**src/rtl/sprite_pkg.sv**
```systemverilog
// Shared sprite request types and coordinate widths for the sprite draw path.
// Reused by graphics and the processor-side requesters.
package sprite_pkg;
  localparam int CANVAS_WIDTH  = 360;
  localparam int CANVAS_HEIGHT = 720;
  localparam int NUM_FRAMES    = 24;

  localparam int X_W = $clog2(CANVAS_WIDTH);
  localparam int Y_W = $clog2(CANVAS_HEIGHT);
  localparam int F_W = $clog2(NUM_FRAMES);

  typedef struct packed {
    logic [F_W-1:0] frame;
    logic [X_W-1:0] x;
    logic [Y_W-1:0] y;
  } sprite_req_t;
endpackage

```
**src/rtl/rr_arbiter.sv**
```systemverilog
// Combinational round-robin picker: first asserted request at or after i_ptr, wrapping.
// The pointer itself lives in the parent so this block holds no state.
module rr_arbiter #(
  parameter  int N  = 3,
  localparam int IW = (N > 1) ? $clog2(N) : 1
) (
  input  logic [N-1:0]  i_req,
  input  logic [IW-1:0] i_ptr,
  output logic [N-1:0]  o_grant,
  output logic [IW-1:0] o_grant_idx,
  output logic          o_any
);
  logic w_found;

  always_comb begin
    o_grant     = '0;
    o_grant_idx = '0;
    w_found     = 1'b0;
    for (int k = 0; k < N; k++) begin
      int j;
      j = int'(i_ptr) + k;
      if (j >= N) j = j - N;
      if (!w_found && i_req[j]) begin
        w_found     = 1'b1;
        o_grant[j]  = 1'b1;
        o_grant_idx = IW'(j);
      end
    end
  end

  assign o_any = w_found;
endmodule

```
**src/rtl/sprite_port_arbiter.sv**
```systemverilog
// Shares the sprite-draw port between NUM_REQ requesters with round-robin grant,
// a one-entry output slot and a per-video-frame sprite budget.
module sprite_port_arbiter
  import sprite_pkg::*;
#(
  parameter int NUM_REQ     = 3,
  parameter int MAX_SPRITES = 64,
  localparam int IW = (NUM_REQ > 1) ? $clog2(NUM_REQ) : 1,
  localparam int CW = $clog2(MAX_SPRITES + 1)
) (
  input  logic                   clk_pixel_in,
  input  logic                   rst_n_in,
  input  logic                   new_frame_in,
  input  logic [NUM_REQ-1:0]     req_valid_in,
  input  logic [NUM_REQ*X_W-1:0] req_x_in,
  input  logic [NUM_REQ*Y_W-1:0] req_y_in,
  input  logic [NUM_REQ*F_W-1:0] req_frame_in,
  output logic [NUM_REQ-1:0]     req_ready_out,
  output logic                   sprite_valid_out,
  output logic [X_W-1:0]         sprite_x_out,
  output logic [Y_W-1:0]         sprite_y_out,
  output logic [F_W-1:0]         sprite_frame_out,
  input  logic                   sprite_ready_in,
  output logic                   budget_full_out,
  output logic [7:0]             starved_out
);
  logic               r_valid;
  sprite_req_t        r_slot;
  logic [CW-1:0]      r_count;
  logic               r_budget_full;
  logic [7:0]         r_starved;
  logic [IW-1:0]      r_ptr;

  logic               w_slot_free;
  logic               w_can_accept;
  logic [NUM_REQ-1:0] w_grant;
  logic [IW-1:0]      w_grant_idx;
  logic               w_accept;
  sprite_req_t        w_sel;
  logic [CW-1:0]      w_count_next;

  assign w_slot_free  = !r_valid || sprite_ready_in;
  assign w_can_accept = w_slot_free && (r_count < CW'(MAX_SPRITES));

  rr_arbiter #(.N(NUM_REQ)) u_rr (
    .i_req       (req_valid_in & {NUM_REQ{w_can_accept}}),
    .i_ptr       (r_ptr),
    .o_grant     (w_grant),
    .o_grant_idx (w_grant_idx),
    .o_any       (w_accept)
  );

  always_comb begin
    w_sel = '0;
    for (int i = 0; i < NUM_REQ; i++) begin
      if (w_grant[i]) begin
        w_sel.frame = req_frame_in[i*F_W +: F_W];
        w_sel.x     = req_x_in[i*X_W +: X_W];
        w_sel.y     = req_y_in[i*Y_W +: Y_W];
      end
    end
  end

  // A new frame re-arms the budget but an accept in the same cycle still counts.
  assign w_count_next = (new_frame_in ? '0 : r_count) + CW'(w_accept);

  always_ff @(posedge clk_pixel_in or negedge rst_n_in) begin
    if (!rst_n_in) begin
      r_valid       <= 1'b0;
      r_slot        <= '0;
      r_count       <= '0;
      r_budget_full <= 1'b0;
      r_starved     <= '0;
      r_ptr         <= '0;
    end else begin
      if (w_accept) begin
        r_valid <= 1'b1;
        r_slot  <= w_sel;
        r_ptr   <= (w_grant_idx == IW'(NUM_REQ - 1)) ? '0 : w_grant_idx + IW'(1);
      end else if (sprite_ready_in) begin
        r_valid <= 1'b0;
      end
      r_count       <= w_count_next;
      r_budget_full <= (w_count_next == CW'(MAX_SPRITES));
      if (new_frame_in && r_budget_full && (|req_valid_in) && (r_starved != 8'hFF))
        r_starved <= r_starved + 8'd1;
    end
  end

  assign req_ready_out    = w_grant;
  assign sprite_valid_out = r_valid;
  assign sprite_x_out     = r_slot.x;
  assign sprite_y_out     = r_slot.y;
  assign sprite_frame_out = r_slot.frame;
  assign budget_full_out  = r_budget_full;
  assign starved_out      = r_starved;
endmodule

```
**config.mk**
```make
export PLATFORM = sky130hd
export DESIGN_NAME = sprite_port_arbiter
export DESIGN_NICKNAME = d
export VERILOG_FILES = /design/src/rtl/sprite_pkg.sv /design/src/rtl/rr_arbiter.sv /design/src/rtl/sprite_port_arbiter.sv
export SDC_FILE = /design/constraint.sdc
export NUM_CORES = 1
export LEC_CHECK = 0
export ABC_AREA = 1
export BUFFER_PORTS_ARGS = -buffer_cell sky130_fd_sc_hd__buf_2
export CAP_MARGIN = 10
export CELL_PAD_IN_SITES_DETAIL_PLACEMENT = 0
export CELL_PAD_IN_SITES_GLOBAL_PLACEMENT = 1
export CORE_AREA = 2 2 91 93
export CTS_CLUSTER_DIAMETER = 50
export DETAILED_ROUTE_END_ITERATION = 10
export DIE_AREA = 0 0 93 95
export PLACE_DENSITY = 0.93
export SLEW_MARGIN = 15
export SYNTH_ARGS = -nofsm -noshare
export SYNTH_HDL_FRONTEND = slang
export SYNTH_SLANG_ARGS = --single-unit
export TNS_END_PERCENT = 30
```
**constraint.sdc**
```tcl
create_clock -name clk_pixel_in -period 7.6 [get_ports clk_pixel_in]
set_input_delay 1.14 -clock clk_pixel_in [delete_from_list [all_inputs] [get_ports clk_pixel_in]]
set_output_delay 1.14 -clock clk_pixel_in [all_outputs]
set_load 0.005 [all_outputs]
```
## Word level (Yosys, flattened, before mapping)

Index checks and enable logic that the tools add are counted.

| storage, ports and cells | value |
|---|---|
| flip-flop bits (word level) | 43 |
| input bits | 79 |
| output and inout port bits | 37 |
| logic and storage cells | 81 |

| operators by class | value |
|---|---|
| $add $sub $neg | 8 |
| magnitude comparators | 10 |
| equal/unequal tests | 3 |
| mux-type cells | 34 |
| bitwise gates (word level) | 3 |
| reduce and logical (&&, ||, !) cells | 15 |

Operators with widths:

| kind | count |
|---|---|
| $ge 32x1->1 const B | 3 |
| $lt 32x4->1 const B | 3 |
| $mux 32 | 3 |
| $mux 24 | 3 |
| $ge 32x3->1 const B | 2 |
| $sub 32x3->32 const B | 2 |
| $mux 1 | 14 |
| $logic_and 1x1->1 | 9 |
| $mux 3 | 3 |
| $add 8x1->8 const B | 1 |
| $mux 2 | 4 |
| $ne 8x8->1 const B | 1 |
| $add 7x1->7 | 1 |
| $eq 7x7->1 const B | 1 |
| $lt 7x7->1 const B | 1 |
| $mux 7 | 1 |
| $bmux 1 s2 | 3 |
| $demux 1 s2 | 3 |
| $or 3x3->3 | 2 |
| $add 2x1->3 const B | 1 |
| $add 2x2->3 const B | 1 |
| $and 3x3->3 | 1 |
| $logic_not 1->1 | 3 |
| $reduce_or 3->1 | 1 |
| 6 further kinds | 6 |

## Longest topological paths before layout

Gate-level depths: netlist of run 1.

| logic depth | value |
|---|---|
| word-level depth | 17 |
| gate-level depth with buffers | 18 |
| gate-level depth less buffers | 17 |

## Modules after synthesis

A second synthesis of run 1 with hierarchy kept.

| second synthesis, totals | value |
|---|---|
| cells, all modules | 402 |
| area, all modules | 2722.6 µm² |

By module, submodules not included:

| module | times used | cells each | area an instance (µm²) | sequential area each (µm²) |
|---|---|---|---|---|
| sprite_port_arbiter | 1 | 338 | 2394.8 | 1076.0 |
| rr_arbiter | 1 | 64 | 327.8 | 0.0 |

## Least setup slack after synthesis of run 1

Ideal clock, no wire load.

| path | value |
|---|---|
| path type | input -> output |
| start | in sprite_ready_in |
| end | out req_ready_out[2] |
| arrival time | 2.211 ns |
| data required time | 6.460 ns |
| path slack | 4.249 ns |
| cell stages on the path | 12 |
| path buffers | 2 |
| path through | inv_1 nand2_4 nand3_2 nand3_1 nand3_4 nand2_4 inv_2 nand3_1 and3_1 buf_6 inv_8 buf_12 |

| between the ends | value |
|---|---|
| cells in the longest elaborated chain, start to end | 13 |
| elaborated cells on any way between the ends | 23 |
| those cells by class | mux: 14; bitwise: 3; reduce/logical: 6 |

Ends and longest elaborated chain:

| element | line | text |
|---|---|---|
| start, declared | sprite_port_arbiter.sv:23 | `input logic sprite_ready_in,` |
| $logic_or 1x1->1 * | sprite_port_arbiter.sv:42 | `assign w_slot_free = !r_valid \|\| sprite_ready_in;` |
| $logic_and 1x1->1 * | sprite_port_arbiter.sv:43 | `assign w_can_accept = w_slot_free && (r_count < CW'(MAX_SPRITES));` |
| $and 3x3->3 * | sprite_port_arbiter.sv:46 | `.i_req (req_valid_in & {NUM_REQ{w_can_accept}}),` |
| $bmux 1 s2 | rr_arbiter.sv:23 | `if (!w_found && i_req[j]) begin` |
| $mux 1 (not written as such) (2 in series) | rr_arbiter.sv:23 |  |
| $mux 1 | rr_arbiter.sv:23 |  |
| $logic_not 1->1 | rr_arbiter.sv:23 |  |
| $logic_and 1x1->1 | rr_arbiter.sv:23 |  |
| $mux 1 | rr_arbiter.sv:23 |  |
| $logic_not 1->1 | rr_arbiter.sv:23 |  |
| $logic_and 1x1->1 | rr_arbiter.sv:23 |  |
| $mux 3 * | rr_arbiter.sv:23 |  |
| end, declared | sprite_port_arbiter.sv:18 | `output logic [NUM_REQ-1:0] req_ready_out,` |

Every way passes the cells marked *; elsewhere a longest branch is shown, timed or not. The select of a mux whose other input is x is not followed.

## Worst setup path in the final report of run 1

| path | value |
|---|---|
| start | in sprite_ready_in |
| end | out req_ready_out[1] |

The elaborated chain is that of the path after synthesis.

==> impl_metrics.tcl, run 1 <==
set metrics [dict create \
    synth_xor_area_share_pct 2.695 \
    fin_ws_ps 3685 \
    boundaryPins 116 \
    drc 0 \
    cp-start-kind "input pin" \
    path_delay_family "simple AND/OR/NAND/NOR gates" \
    tightest_slew_ps 1021 \
    cp_slowest_cell "nand2_4" \
    max-clock-path-buffers 2 \
    cts_inserted_buffers 5 \
    place_inst 551 \
    place.port_buffers 115 \
    vdd_drop_max_mv 0.2451 \
    finalSetupTns_ps 0 \
    max_clock_freq_ghz 0.2555 \
    drive_above_1_share_pct 42.29 \
    powerDensity_nw_per_um2 465.1 \
    insertion_delay_ps 300 \
    grt-ovfl-total 0 \
    ant_nets 0 \
    r2r_end "budget_full_out$_DFF_PN0_" \
    synth.area.top_cells "dfrtp_1, nand2_1, nand3_2" \
    grt_pass1_wl_mm 12.08 \
    core-area_um2 7928 \
    post_cts_resized 0 \
    crit_buf_inv 4 \
    row_count 33 \
    pwr-share-comb_pct 67.6 \
    synth_cells 346 \
    synth_top_cell_area_share_pct 36.78 \
    p_int_mw 0.8004 \
    hp-class "flip-flop to flip-flop" \
    cp_max_fo 26 \
    dr.pass1.iters 4 \
    syn_to_final_growth_pct 23.14 \
    r2r_setup_slack_ps 4060 \
    stdcell_area_um2 3602 \
    nets 539 \
    synth_mux_area_share_pct 0.3849 \
    switching_share_pct 52.23 \
    maxSlewViolCount 0 \
    synth_warnings 0 \
    die_h_um 95 \
    initial_utilization_pct 36.90 \
    dp_hpwl_mm 5.609 \
    post-route-min-period_ps 3915 \
    synth_cell_type_count 32 \
    fin_skew_ps 5.329 \
    antenna_found_initial 0 \
    root_buffer "clkbuf_8" \
    critPathCaptureType "primary output" \
    setup_viol_count_final 0 \
    place_area_um2 3490 \
    seqPwrFrac_pct 21.4 \
    clk_pin_slew_ps 90 \
    hold_violations 0 \
    clock_power_share_pct 11.0 \
    path_cells "buf_2 > inv_1 > nand2_4 > nand4_1 > nand2_1 > nand3_4 > nand3_1 > nand3_4 > nand2_4 > inv_1 > buf_2" \
    worstRegToRegCells 15 \
    grt_pass1_vias 2555 \
    grt_usage_pct 17.25 \
    crit_required_ps 6460 \
    crit_end "req_ready_out[1]" \
    slew_headroom_pct 31.85 \
    rsz0062_at_grt "false" \
    status "complete, no violations" \
    synth-seq-cells 43 \
    postCtsSetupBuffers 0 \
    wirelength_mm 7.594 \
    slowest_delay_ps 360 \
    p_sw_mw 0.8751 \
    wl_per_cell_um 13.58 \
    syn-num-nets 432 \
    drt_iter0_markers 113 \
    grt_max_degree 44 \
    drv_cap 0 \
    yosysSeqAreaShare_pct 36.78 \
    synth_top_family_by_area "simple AND/OR/NAND/NOR gates" \
    stdcell_count 559 \
    synthAdderAreaFrac_pct 2.994 \
    clock_sinks 43 \
    cts_tree "done" \
    via_per_inst 4.809 \
    ctsHtreeMaxLevel 2 \
    dp_slack_ps 3610 \
    ctsHoldBuffers 0 \
    r2r-start "r_ptr[0]$_DFFE_PN0P_" \
    place.gp.congestion 0.7819 \
    setup.worst_path.class "input pin to primary output" \
    syn_area_per_cell_um2 8.455 \
    worst-path-stages 11 \
    num_antenna_cells 0 \
    critPathLaunch "sprite_ready_in" \
    die-area_um2 8835 \
    die-width_um 93 \
    p_leak_nw 2.004 \
    period_share_pct 51.51 \
    yosysTopAreaCell "dfrtp_1" \
    cp.arrival_ps 2770 \
    synth_compound_area_share_pct 1.625 \
    netlist_area_um2 2925 \
    synth_simple_gate_area_share_pct 47.43 \
    vias 2688 \
]
-- metrics by stage --
stage | util (%) | total power [mW] | hold WS [ps]
2_1_floorplan | - | 1.340 | 432.2
3_3_place_gp | 44.02 | 1.464 | 455.6
3_5_place_dp | 44.02 | 1.508 | 453.8
4_1_cts | 45.44 | 1.694 | 465.7
5_1_grt | 45.44 | 1.845 | 487.1
6_report | 45.44 | 1.675 | 464.9
-- synthesized netlist by cell type --
master    instances
inv_8             1
nor2_1           11
nand3b_1         24
xor2_1            5
nand3b_4          1
buf_2             4
nor2_2            1
buf_12            2
and3_1            2
ha_1              7
a21oi_1           3
nor4_1            1
mux2_2            1
nand4_1           2
clkbuf_1          1
inv_2             5
buf_4             4
o21a_1            1
nor3b_1           1
nor2_4            1
nand3_1          38
nor3_1            3
nand2_1          97
o21ai_0           5
xnor2_1           4
nand3_2          32
nand2_4           3
nand3_4           2
dfrtp_1          43
inv_1            15
buf_6             5
nand2_2          21
-- layout make-up --
class                           instances  area [um^2]
Fill cell                             823         4325
Multi-Input combinational cell        266         1613
Sequential cell                        43         1076
Timing Repair Buffer                  116        583.1
Tap cell                              105        131.4
Inverter                               21        86.33
Clock buffer                            5        68.82
Clock inverter                          3        43.79
-- logic make-up (layout without fill, tap and decap cells) --
| logic type | count (synthesis) | after routing |
|---|---|---|
| multiplexers | 1 | 1 |
| AO/OA/AOI/OAI | 9 | 9 |
| buffers and inverters | 37 | 145 |
| XOR/XNOR | 9 | 9 |
| adder cells (fa/ha/maj) | 7 | 7 |
| AND/OR/NAND/NOR | 240 | 240 |
| flip-flops | 43 | 43 |
-- worst min-delay path by stage --
stage / end / slack (ps) / start / depth (start not counted)
after CTS: r_count[3]$_DFF_PN0_ / 470 / r_count[3]$_DFF_PN0_ / 1
after global placement: r_count[3]$_DFF_PN0_ / 460 / r_count[3]$_DFF_PN0_ / 1
after floorplan: r_count[3]$_DFF_PN0_ / 430 / r_count[3]$_DFF_PN0_ / 1
after detailed placement: r_count[3]$_DFF_PN0_ / 450 / r_count[3]$_DFF_PN0_ / 1
after global routing: r_count[3]$_DFF_PN0_ / 490 / r_count[3]$_DFF_PN0_ / 1
final: r_count[3]$_DFF_PN0_ / 460 / r_count[3]$_DFF_PN0_ / 1
-- flip-flops by register name, summed over array words and instances, names as in the netlist --
| signal | flops |
|---|---|
| sprite_y_out | 10 |
| sprite_x_out | 9 |
| starved_out | 8 |
| r_count | 7 |
| sprite_frame_out | 5 |
| r_ptr | 2 |
| budget_full_out | 1 |
| sprite_valid_out | 1 |
-- cell usage in the layout, fill, tap and decap left out, types with 2 or more instances in the layout --
master | netlist | layout
nand2_4 | 3 | 3
nand3b_1 | 24 | 24
and3_1 | 2 | 2
dfrtp_1 | 43 | 43
nand2_1 | 97 | 97
xnor2_1 | 4 | 4
a21oi_1 | 3 | 3
nor2_1 | 11 | 11
o21ai_0 | 5 | 5
nor3_1 | 3 | 3
inv_2 | 5 | 5
ha_1 | 7 | 7
clkbuf_8 | 0 | 5
nand3_2 | 32 | 32
inv_1 | 15 | 15
buf_2 | 4 | 115
nand3_1 | 38 | 38
nand3_4 | 2 | 2
nand4_1 | 2 | 2
xor2_1 | 5 | 5
nand2_2 | 21 | 21
-- power groups by stage --
stage          sequential (mW)  clock, mW  combinational (mW)
2_1_floorplan            0.360          0               0.979
3_3_place_gp             0.361          0                1.10
3_5_place_dp             0.362          0                1.15
4_1_cts                  0.359      0.188                1.15
5_1_grt                  0.365      0.198                1.28
6_report                 0.359      0.184                1.13
-- layer usage --
layer  wire length, um  part of all wire (%)  global-route usage, %  up-vias
li1                  -                     -                      -     1346
met1              3335                    44                  22.79     1243
met2              3724                    49                  28.50       89
met3               425                   5.6                  3.432       10
met4               109                   1.4                  5.515        0
met5                 0                     0                      0        -
(Power assumes the default switching activity.)
==> run 2, diff against run 1 <==
--- a/config.mk
+++ b/config.mk
@@ -10,11 +10,11 @@
 export CAP_MARGIN = 10
 export CELL_PAD_IN_SITES_DETAIL_PLACEMENT = 0
 export CELL_PAD_IN_SITES_GLOBAL_PLACEMENT = 1
-export CORE_AREA = 2 2 91 93
+export CORE_AREA = 2 2 99 101
 export CTS_CLUSTER_DIAMETER = 50
 export DETAILED_ROUTE_END_ITERATION = 10
-export DIE_AREA = 0 0 93 95
-export PLACE_DENSITY = 0.93
+export DIE_AREA = 0 0 101 103
+export PLACE_DENSITY = 0.84
 export SLEW_MARGIN = 15
 export SYNTH_ARGS = -nofsm -noshare
 export SYNTH_HDL_FRONTEND = slang
==> constraint.sdc (replaced) <==
create_clock -name clk_pixel_in -period 3.23 [get_ports clk_pixel_in]
set_input_delay 0.4845 -clock clk_pixel_in [delete_from_list [all_inputs] [get_ports clk_pixel_in]]
set_output_delay 0.4845 -clock clk_pixel_in [all_outputs]
set_load 0.005 [all_outputs]
==> impl_metrics.tcl, run 2 (synthesis gave the netlist of run 1 again) <==
set metrics [dict create \
    status "complete, no violations" \
    syn_to_final_growth_pct 23.82 \
    wl_met2_mm 3.903 \
    p_leak_nw 2.007 \
    clock_sinks 43 \
    setup_viol_count_final 0 \
    drt_iter0_markers 109 \
    stdcell_count 570 \
    finalSetupTns_ps 0 \
    met3_length_um 488 \
    grt_max_degree 44 \
    critPathLaunch "r_ptr[0]$_DFFE_PN0P_" \
    cp.arrival_ps 2510 \
    die-area_um2 10400 \
    fillerInstances 1016 \
    r2r_end "budget_full_out$_DFF_PN0_" \
    period_share_pct 92.85 \
    hp-class "input pin to asynchronous set/reset pin" \
    cp_max_fo 25 \
    root_buffer "clkbuf_8" \
    grt_pass1_wl_mm 12.52 \
    drv_cap 0 \
    top_layer_used "met4" \
    regArea_um2 1076 \
    initial_utilization_pct 30.93 \
    die-width_um 101 \
    vdd_drop_max_mv 0.5165 \
    dr.pass1.iters 4 \
    finalPower_mw 3.996 \
    post-route-min-period_ps 2999 \
    cts_inserted_buffers 5 \
    grt_usage_pct 15.22 \
    ctsHoldBuffers 0 \
    wirelength_mm 7.969 \
    max_clock_freq_ghz 0.3334 \
    antenna_found_initial 0 \
    place_inst 562 \
    r2r_setup_slack_ps 500 \
    final_common_cell "buf_2" \
    cts_tree "done" \
    die_h_um 103 \
    ant_nets 0 \
    worstRegToRegCells 17 \
    setup.worst_path.class "flip-flop to primary output" \
    hold_violations 0 \
    largest_reg_flops 10 \
    rsz0062_at_grt "false" \
    wl_per_cell_um 13.98 \
    final_util_pct 38.29 \
    wl_met1_mm 3.537 \
    insertion_delay_ps 290 \
    fin_skew_ps 6.141 \
    grt-ovfl-total 0 \
    via_per_inst 4.749 \
    postCtsSetupBuffers 0 \
    nets 542 \
    r2r-start "r_ptr[0]$_DFFE_PN0P_" \
    place.gp.congestion 0.7676 \
    multi_input_area_um2 1632 \
    drive_above_1_share_pct 42.54 \
    powerDensity_nw_per_um2 1103 \
    vias 2707 \
    drc 0 \
    row_count 36 \
    final_cell_mix "buf_2, nand2_1, dfrtp_1" \
    dp_slack_ps 501.9 \
    crit_required_ps 2750 \
    dp_hpwl_mm 5.811 \
    clk_pin_slew_ps 80 \
    place.port_buffers 115 \
    cp-start-kind "flip-flop" \
    ctsHtreeMaxLevel 2 \
    fin_ws_ps 231.0 \
    num_antenna_cells 0 \
    boundaryPins 116 \
    maxSlewViolCount 0 \
    core-area_um2 9459 \
    slew_headroom_pct 29.65 \
    max-clock-path-buffers 2 \
    tightest_slew_ps 1055 \
    grt_pass1_vias 2730 \
    critPathCaptureType "primary output" \
]
-- run 2: cell count changes in the layout (fill, tap and decap cells not counted) --
cell,change
clkinv_4,-1
bufinv_16,-1
clkbuf_8,+1
buf_4,+2
nand2_4,-1
nand3_2,+1
nand2_8,+1
-- run 2: worst max-delay path by stage --
| stage | endpoint | slack (ps) | cells after the start |
|---|---|---|---|
| global placement | req_ready_out[1] | 560 | 11 |
| global route | req_ready_out[1] | 10 | 12 |
| finish | req_ready_out[1] | 230 | 12 |
| CTS | req_ready_out[1] | 150 | 11 |
| floorplan | budget_full_out$_DFF_PN0_ | 770 | 15 |
| detailed placement | req_ready_out[1] | 500 | 11 |
-- run 2: area by class of cell --
type | count | share of cell area [%]
sequential | 43 | 29.71
clock inverter | 1 | 0.1382
clock buffer | 6 | 2.280
multi-input combinational | 267 | 45.04
inverter | 21 | 2.383
timing repair buffer | 118 | 16.51
tap | 114 | 3.938
-- run 2: timing repair --
item / 4_1_cts / 5_1_grt
gates resized for setup: 0 / 1
setup endpoints to repair: 0 / 1
endpoints found under the hold margin: 0 / 0
-- run 2: stage by stage --
stage | hold WS [ps] | area, um^2
3_3_place_gp | 448.8 | 3516
6_report | 363.3 | 3622
3_5_place_dp | 449.1 | 3516
2_1_floorplan | 188.9 | 2925
4_1_cts | 392.9 | 3603
5_1_grt | 400.8 | 3622
-- run 2: routing by layer --
layer | vias to the layer above | GRT usage (%)
met5 | - | 0
met4 | 0 | 3.638
met3 | 4 | 3.458
met2 | 85 | 26.51
met1 | 1269 | 19.25
li1 | 1349 | -
-- run 2: critical path: stages (launching register included) --
cell and delay, ps:
dfrtp_1 380, inv_1 80, ha_1 410, inv_2 90, nand4_1 80, nand2_1 110
inv_2 50, nor2_4 110, nand3_2 170, nand3b_4 320, nand2_8 190, inv_1 80
buf_2 110
-- run 2: power by group --
| group | leakage, nW | total, mW | switching, mW | internal, mW |
|---|---|---|---|---|
| sequential | 0.552 | 0.833 | 0.0875 | 0.745 |
| clock | 0.0470 | 0.357 | 0.188 | 0.168 |
| combinational | 1.41 | 2.81 | 1.86 | 0.950 |
